**src/rtl/prog_clock_divider.sv**
```systemverilog
// Multi-channel programmable clock divider with per-channel toggle/pulse output.
// Run-time divisor loads are applied at terminal count so a running period is never truncated.
module prog_clock_divider #(
  parameter  int WIDTH       = 32,
  parameter  int CHANNELS    = 4,
  parameter  int DEFAULT_DIV = 2500,
  localparam int CW          = (CHANNELS > 1) ? $clog2(CHANNELS) : 1
) (
  input  logic                clk,
  input  logic                rst,
  input  logic [CHANNELS-1:0] en,
  input  logic [CHANNELS-1:0] mode,
  input  logic                load,
  input  logic [CW-1:0]       load_ch,
  input  logic [WIDTH-1:0]    load_div,
  output logic                load_err,
  output logic [CHANNELS-1:0] clock_div,
  output logic [CHANNELS-1:0] tick
);

  logic w_load_ok;
  logic w_load_bad;
  logic r_load_err;

  assign w_load_ok  = load && (32'(load_ch) <  32'(CHANNELS));
  assign w_load_bad = load && (32'(load_ch) >= 32'(CHANNELS));

  always_ff @(posedge clk or negedge rst) begin
    if (!rst) begin
      r_load_err <= 1'b0;
    end else begin
      r_load_err <= w_load_bad;
    end
  end

  assign load_err = r_load_err;

  for (genvar g = 0; g < CHANNELS; g++) begin : g_ch
    logic [WIDTH-1:0] r_count;
    logic [WIDTH-1:0] r_active_div;
    logic [WIDTH-1:0] r_pend_div;
    logic             r_pend_valid;
    logic             r_clock_div;
    logic             r_tick;
    logic             w_hit;
    logic             w_tc;

    assign w_hit = w_load_ok && (load_ch == CW'(g));
    assign w_tc  = en[g] && (r_count == r_active_div);

    always_ff @(posedge clk or negedge rst) begin
      if (!rst) begin
        r_count      <= '0;
        r_active_div <= WIDTH'(DEFAULT_DIV);
        r_pend_div   <= WIDTH'(DEFAULT_DIV);
        r_pend_valid <= 1'b0;
        r_clock_div  <= 1'b0;
        r_tick       <= 1'b0;
      end else if (!en[g]) begin
        // Idle channel: a load takes effect at once and restarts the period.
        r_tick <= 1'b0;
        if (w_hit) begin
          r_active_div <= load_div;
          r_count      <= '0;
          r_pend_valid <= 1'b0;
        end
      end else if (w_tc) begin
        r_count     <= '0;
        r_tick      <= 1'b1;
        r_clock_div <= mode[g] ? 1'b1 : ~r_clock_div;
        if (w_hit) begin
          r_active_div <= load_div;
          r_pend_valid <= 1'b0;
        end else if (r_pend_valid) begin
          r_active_div <= r_pend_div;
          r_pend_valid <= 1'b0;
        end
      end else begin
        r_count <= r_count + WIDTH'(1);
        r_tick  <= 1'b0;
        if (mode[g]) begin
          r_clock_div <= 1'b0;
        end
        if (w_hit) begin
          r_pend_div   <= load_div;
          r_pend_valid <= 1'b1;
        end
      end
    end

    assign clock_div[g] = r_clock_div;
    assign tick[g]      = r_tick;
  end

endmodule
```
**config.mk**
```make
export PLATFORM = sky130hd
export DESIGN_NAME = prog_clock_divider
export DESIGN_NICKNAME = d
export VERILOG_FILES = /design/src/rtl/prog_clock_divider.sv
export SDC_FILE = /design/constraint.sdc
export NUM_CORES = 1
export LEC_CHECK = 0
export BUFFER_PORTS_ARGS = -buffer_cell sky130_fd_sc_hd__buf_4
export CORE_UTILIZATION = 65
export CTS_BUF_LIST = sky130_fd_sc_hd__clkbuf_4 sky130_fd_sc_hd__clkbuf_8
export DETAILED_ROUTE_END_ITERATION = 8
export HOLD_SLACK_MARGIN = 0.03
export PLACE_DENSITY = 0.83
export SETUP_SLACK_MARGIN = 0.4
export SYNTH_ARGS = -nofsm -noshare
export SYNTH_HDL_FRONTEND = slang
export SYNTH_SLANG_ARGS = --single-unit
```
**constraint.sdc**
```tcl
create_clock -name clk -period 2.55 [get_ports clk]
set_input_delay 0.255 -clock clk [delete_from_list [all_inputs] [get_ports clk]]
set_output_delay 0.255 -clock clk [all_outputs]
set_load 0.005 [all_outputs]
```
==> flow_metrics.py, run 1 <==
metrics = {
    "placement": {
        "pre_cts_ws_ns": 0.0779,
        "io_buffers": 52,
        "placed_cells": 2214,
        "gp_congestion": 0.891,
        "place_hpwl_um": 32800,
    },
    "run_status": {
        "status": "did not finish",
        "toolErrorMsg": "[ERROR GRT-0232] Routing congestion too high. Check the congestion heatmap in the GUI.",
        "haltStage": "5_1_grt",
    },
    "yosys": {
        "ys.flop_type": "dfrtp_1",
        "synth_area_um2": 20100,
        "async_flop_share_pct": 100,
        "yosysWarnings": 0,
        "synth-seq-cells": 396,
        "syn_nets": 1859,
        "synth_edf_count": 0,
        "syn_avg_cell_area_um2": 11.1,
        "syn_inst": 1810,
        "synth.distinct_cells": 65,
        "ys_seq_area_share_pct": 49.6,
    },
    "global_route": {
        "grt_max_degree": 75,
        "overflow": 17,
        "antenna_found_initial": 11,
        "grt_use_total_pct": 78.4,
    },
    "cts": {
        "cts_max_path_buffers": 3,
        "numCtsBuffers": 69,
        "htreeDepth": 3,
        "cts-root-buf": "clkbuf_8",
        "cts.sinks": 396,
    },
    "floorplan": {
        "die_y_um": 178,
        "start_util_pct": 65.9,
        "rows": 64,
        "top_level_ports": 54,
        "die_w_um": 178,
    },
    "timing": {
        "worstEndpointType": "register input",
        "postGrtWorstEndpoint": "g_ch[1].r_active_div[31]$_DFFE_PN0P_/D",
    },
}
metal layers:
metal  overflow  GRT usage (%)
met5          0           39.7
met4         11           73.5
met3          1           65.9
met1          0           79.8
met2          5           92.5
logic make-up after synthesis:
kind of cell,synth area share (%)
AOI/OAI and AO/OA,10.0
xor gates and xnor gates,5.97
adders and majority gates,0.249
buffers and inverters,3.44
DFF,49.6
muxes,17.8
other,0.0187
and+or+nand+nor,12.9
per-stage QoR:
stage	instance area [um2]	hold slack, ns
after CTS	25700	0.0315
after detailed placement	21200	0.291
after global placement	21200	0.282
after floorplan	20100	-0.0406
Yosys cell counts, types with 3 or more instances:
master	number	area, um2
or4_1	3	22.5
a21o_1	25	188
buf_6	10	113
buf_4	12	90.1
mux2_1	6	67.6
a31oi_1	5	31.3
inv_1	22	82.6
ha_1	4	50.1
a221o_1	6	60.1
nand4_1	36	225
buf_1	5	18.8
nand2b_1	4	25.0
nand2_1	123	462
or3_1	28	175
mux2_2	252	2840
dfrtp_1	356	8910
nand3_1	92	460
a31o_2	4	35.0
and4_1	10	87.6
and2_1	5	31.3
a21oi_1	157	786
nand4b_1	8	70.1
nor4_2	3	37.5
a22o_1	21	184
o21a_1	6	45.0
xor2_1	133	1160
or2_2	9	56.3
o211ai_1	6	45.0
and3_1	31	194
clkbuf_1	47	176
a211o_1	5	43.8
dfstp_2	40	1050
buf_2	39	195
nor2b_1	12	75.1
nor4_1	42	263
o21ai_0	43	215
mux2i_1	67	671
o21ai_1	3	15.0
clkbuf_2	3	15.0
nor2_1	52	195
nor3_1	15	75.1
o311ai_0	25	219
xnor2_1	4	35.0
repair_timing:
item                       4_1_cts
hold buffers                    29
buffers inserted                90
cloned                          40
resized for setup              258
pin swaps                       78
hold endpoints to repair       133
setup endpoints to repair      379
==> run 2, diff against run 1 <==
==> config.mk (replaced) <==
export PLATFORM = sky130hd
export DESIGN_NAME = prog_clock_divider
export DESIGN_NICKNAME = d
export VERILOG_FILES = /design/src/rtl/prog_clock_divider.sv
export SDC_FILE = /design/constraint.sdc
export NUM_CORES = 1
export LEC_CHECK = 0
export BUFFER_PORTS_ARGS = -buffer_cell sky130_fd_sc_hd__buf_4
export CORE_UTILIZATION = 40
export DETAILED_ROUTE_END_ITERATION = 8
export PLACE_DENSITY_LB_ADDON = 0.15
export SYNTH_ARGS = -nofsm -noshare
export SYNTH_HDL_FRONTEND = slang
export SYNTH_SLANG_ARGS = --single-unit
==> run 2 against run 1 <==
The flow now finishes without violations. Synthesized cell count unchanged. Area after synthesis did not move.
==> flow_metrics.py, run 2 <==
metrics = {
    "detailed_routing": {
        "drt_iter0_drc": 892,
        "route.detailed.drc": 0,
        "drt-vias-per-instance": 5.52,
        "drtPass1Iterations": 5,
        "wirelength_um": 52000,
        "ant_nets": 0,
        "vias": 14400,
        "routedWlPerCell_um": 20.0,
    },
    "yosys": {
        "synth.distinct_cells": 65,
        "synth_area_um2": 20100,
        "yosysTopAreaCellShare_pct": 44.3,
        "synth_edf_count": 0,
        "synth.most_common_cell": "dfrtp_1",
        "syn_inst": 1810,
        "synth_common_cells": "356 x dfrtp_1, 252 x mux2_2, 157 x a21oi_1",
        "synth_top_cell_by_area": "dfrtp_1",
        "syn_nets": 1859,
        "syn_avg_cell_area_um2": 11.1,
        "async_flop_share_pct": 100,
        "synth-seq-cells": 396,
        "ys.flop_type": "dfrtp_1",
        "ys_seq_area_share_pct": 49.6,
        "netlist_top_cells_area": "dfrtp_1 44%, mux2_2 14%, xor2_1 5.8%, dfstp_2 5.2%, a21oi_1 3.9%",
        "yosysWarnings": 0,
    },
    "global_route": {
        "grt_max_degree": 77,
        "grt_pass1_vias": 14100,
        "grt_use_total_pct": 20.9,
        "grt_pass1_wl_um": 82800,
        "antenna_found_initial": 0,
        "overflow": 0,
    },
    "layout": {
        "drive_gt1_share_pct": 28.8,
        "postLayoutCoreUtil_pct": 47.5,
        "fillers": 4586,
        "final_cells": 2602,
        "final_common_cell": "dfrtp_1",
        "diodes": 0,
        "nets": 1950,
        "synthToLayoutAreaGrowth_pct": 16.5,
        "final_cell_mix": "356 x dfrtp_1, 252 x mux2_2, 157 x a21oi_1, 133 x buf_4, 132 x xor2_1",
        "top_regs": "g_ch.r_active_div: 128 flops, g_ch.r_count: 128 flops, g_ch.r_pend_div: 128 flops",
    },
    "placement": {
        "place_hpwl_um": 35400,
        "placed_cells": 2512,
        "gp_congestion": 0.844,
        "io_buffers": 52,
        "pre_cts_ws_ns": 0.104,
    },
    "floorplan": {
        "die_w_um": 226,
        "die_area_um2": 51100,
        "die_y_um": 226,
        "rows": 81,
        "start_util_pct": 40.8,
        "top_level_ports": 54,
        "core_um2": 49300,
    },
    "worst_setup_path": {
        "path_cells": "xor2_1 -> nor4_1 -> nand4_1 -> o31ai_4 -> buf_12 -> o21ai_1 -> mux2_2",
        "required_ns": 3.00,
        "max_stage_delay_ns": 0.47,
        "critPathBufInv": 1,
        "cp_max_fo": 52,
        "critical_path_class": "flop to flop",
        "critical-path-slowest-cell": "dfrtp_1",
        "critPathTopFamily": "simple AND/OR/NAND/NOR gates",
        "end_kind": "flop",
        "cp.arrival_ns": 2.89,
        "start_kind": "flop",
    },
    "timing": {
        "skew_ns": 0.0224,
        "slew_violations": 0,
        "max_freq_mhz": 410,
        "worst_pin_slew_ns": 0.958,
        "finalWorstSetupSlack_ns": 0.110,
        "setup_tns_ns": 0,
        "min_period_ns": 2.44,
        "finalHoldViolCount": 0,
        "finalCritPeriodShare_pct": 95.7,
        "setup_violations": 0,
        "rsz0062_at_grt": "true",
        "maxSlewHeadroom_pct": 36.0,
    },
    "cts": {
        "cts_tree": "yes",
        "cts-root-buf": "clkbuf_16",
        "path_clk_slew_ns": 0.06,
        "clk-insertion-delay-late_ns": 0.58,
        "cts_max_path_buffers": 3,
        "cts.sinks": 396,
        "htreeDepth": 2,
        "numCtsBuffers": 46,
    },
    "power_and_ir_drop": {
        "ir_drop_mv": 0.506,
        "powerDensity_nw_per_um2": 795,
        "power.leakage_nw": 10.4,
    },
    "worst_hold_path": {
        "hold_class": "input pin to flop",
    },
    "run": {
        "maxCapViolations": 0,
    },
    "run_status": {
        "status": "finished clean",
    },
}
[run 2: layout make-up]
cell class / instances / area [um2] / area share, %
clock buffer: 69 / 1380 / 5.89
clock inverter: 16 / 201 / 0.861
inverter: 22 / 82.6 / 0.353
multi-input combinational: 1276 / 9490 / 40.5
sequential: 396 / 9960 / 42.5
tap: 664 / 831 / 3.55
timing repair buffer: 159 / 1460 / 6.25
[run 2: per-stage QoR]
| stage | total power [W] | hold slack (ns) | cell area (um2) |
|---|---|---|---|
| 2_1_floorplan | 0.0106 | -0.0406 | 20100 |
| 3_3_place_gp | 0.0118 | 0.234 | 21800 |
| 4_1_cts | 0.0189 | 0.00436 | 23400 |
| 5_1_grt | 0.0196 | 0.0189 | 23400 |
| 6_report | 0.0186 | 0.0340 | 23400 |
| 3_5_place_dp | 0.0119 | 0.215 | 21800 |
[run 2: cells by family after synthesis]
kind of cell,share of synthesized area [%]
mux,17.8
flops,49.6
xor+xnor,5.97
buf+inv,3.44
other cells,0.0187
fa+ha+maj,0.249
simple gates,12.9
compound gates,10.0
[run 2: worst paths after layout]
check | start | cells past startpoint | to | slack, ns
setup reg to reg | g_ch[3].r_count[3] | 7 | g_ch[3].r_count[17] | 0.11
setup / recovery | g_ch[3].r_count[3] | 7 | g_ch[3].r_count[17] | 0.11
hold reg to reg | g_ch[3].r_pend_div[21] | 1 | g_ch[3].r_pend_div[21] | 0.49
max in group asynchronous | rst | 4 | g_ch[2].r_count[31] | 1.41
hold / removal | load_div[13] | 2 | g_ch[2].r_pend_div[13] | 0.03
min in group asynchronous | rst | 2 | g_ch[0].r_count[10] | 0.21
[run 2: repair_timing]
action                                 4_1_cts  5_1_grt
endpoints found under the hold margin       53        0
buffers inserted                             0        0
hold buffers                                 5        0
gates resized for setup                      0        2
setup endpoints to repair                    0       51
[run 2: power by group]
part           internal (W)  total [W]  leakage (nW)  switching [W]
Clock               0.00415    0.00687         0.772        0.00272
Combinational       0.00165    0.00314          4.69        0.00149
Sequential          0.00767    0.00861          4.90       0.000942
[run 2: layer usage]
layer  GRT usage, %  vias to the layer above  share of wire [%]
li1               -                     6768                  -
met1           30.3                     7239                 48
met2           32.3                      266                 45
met3           2.37                       80                3.4
met4           7.11                        0                3.0
met5              0                        -                  0
Power figures use the tool's default switching activity.
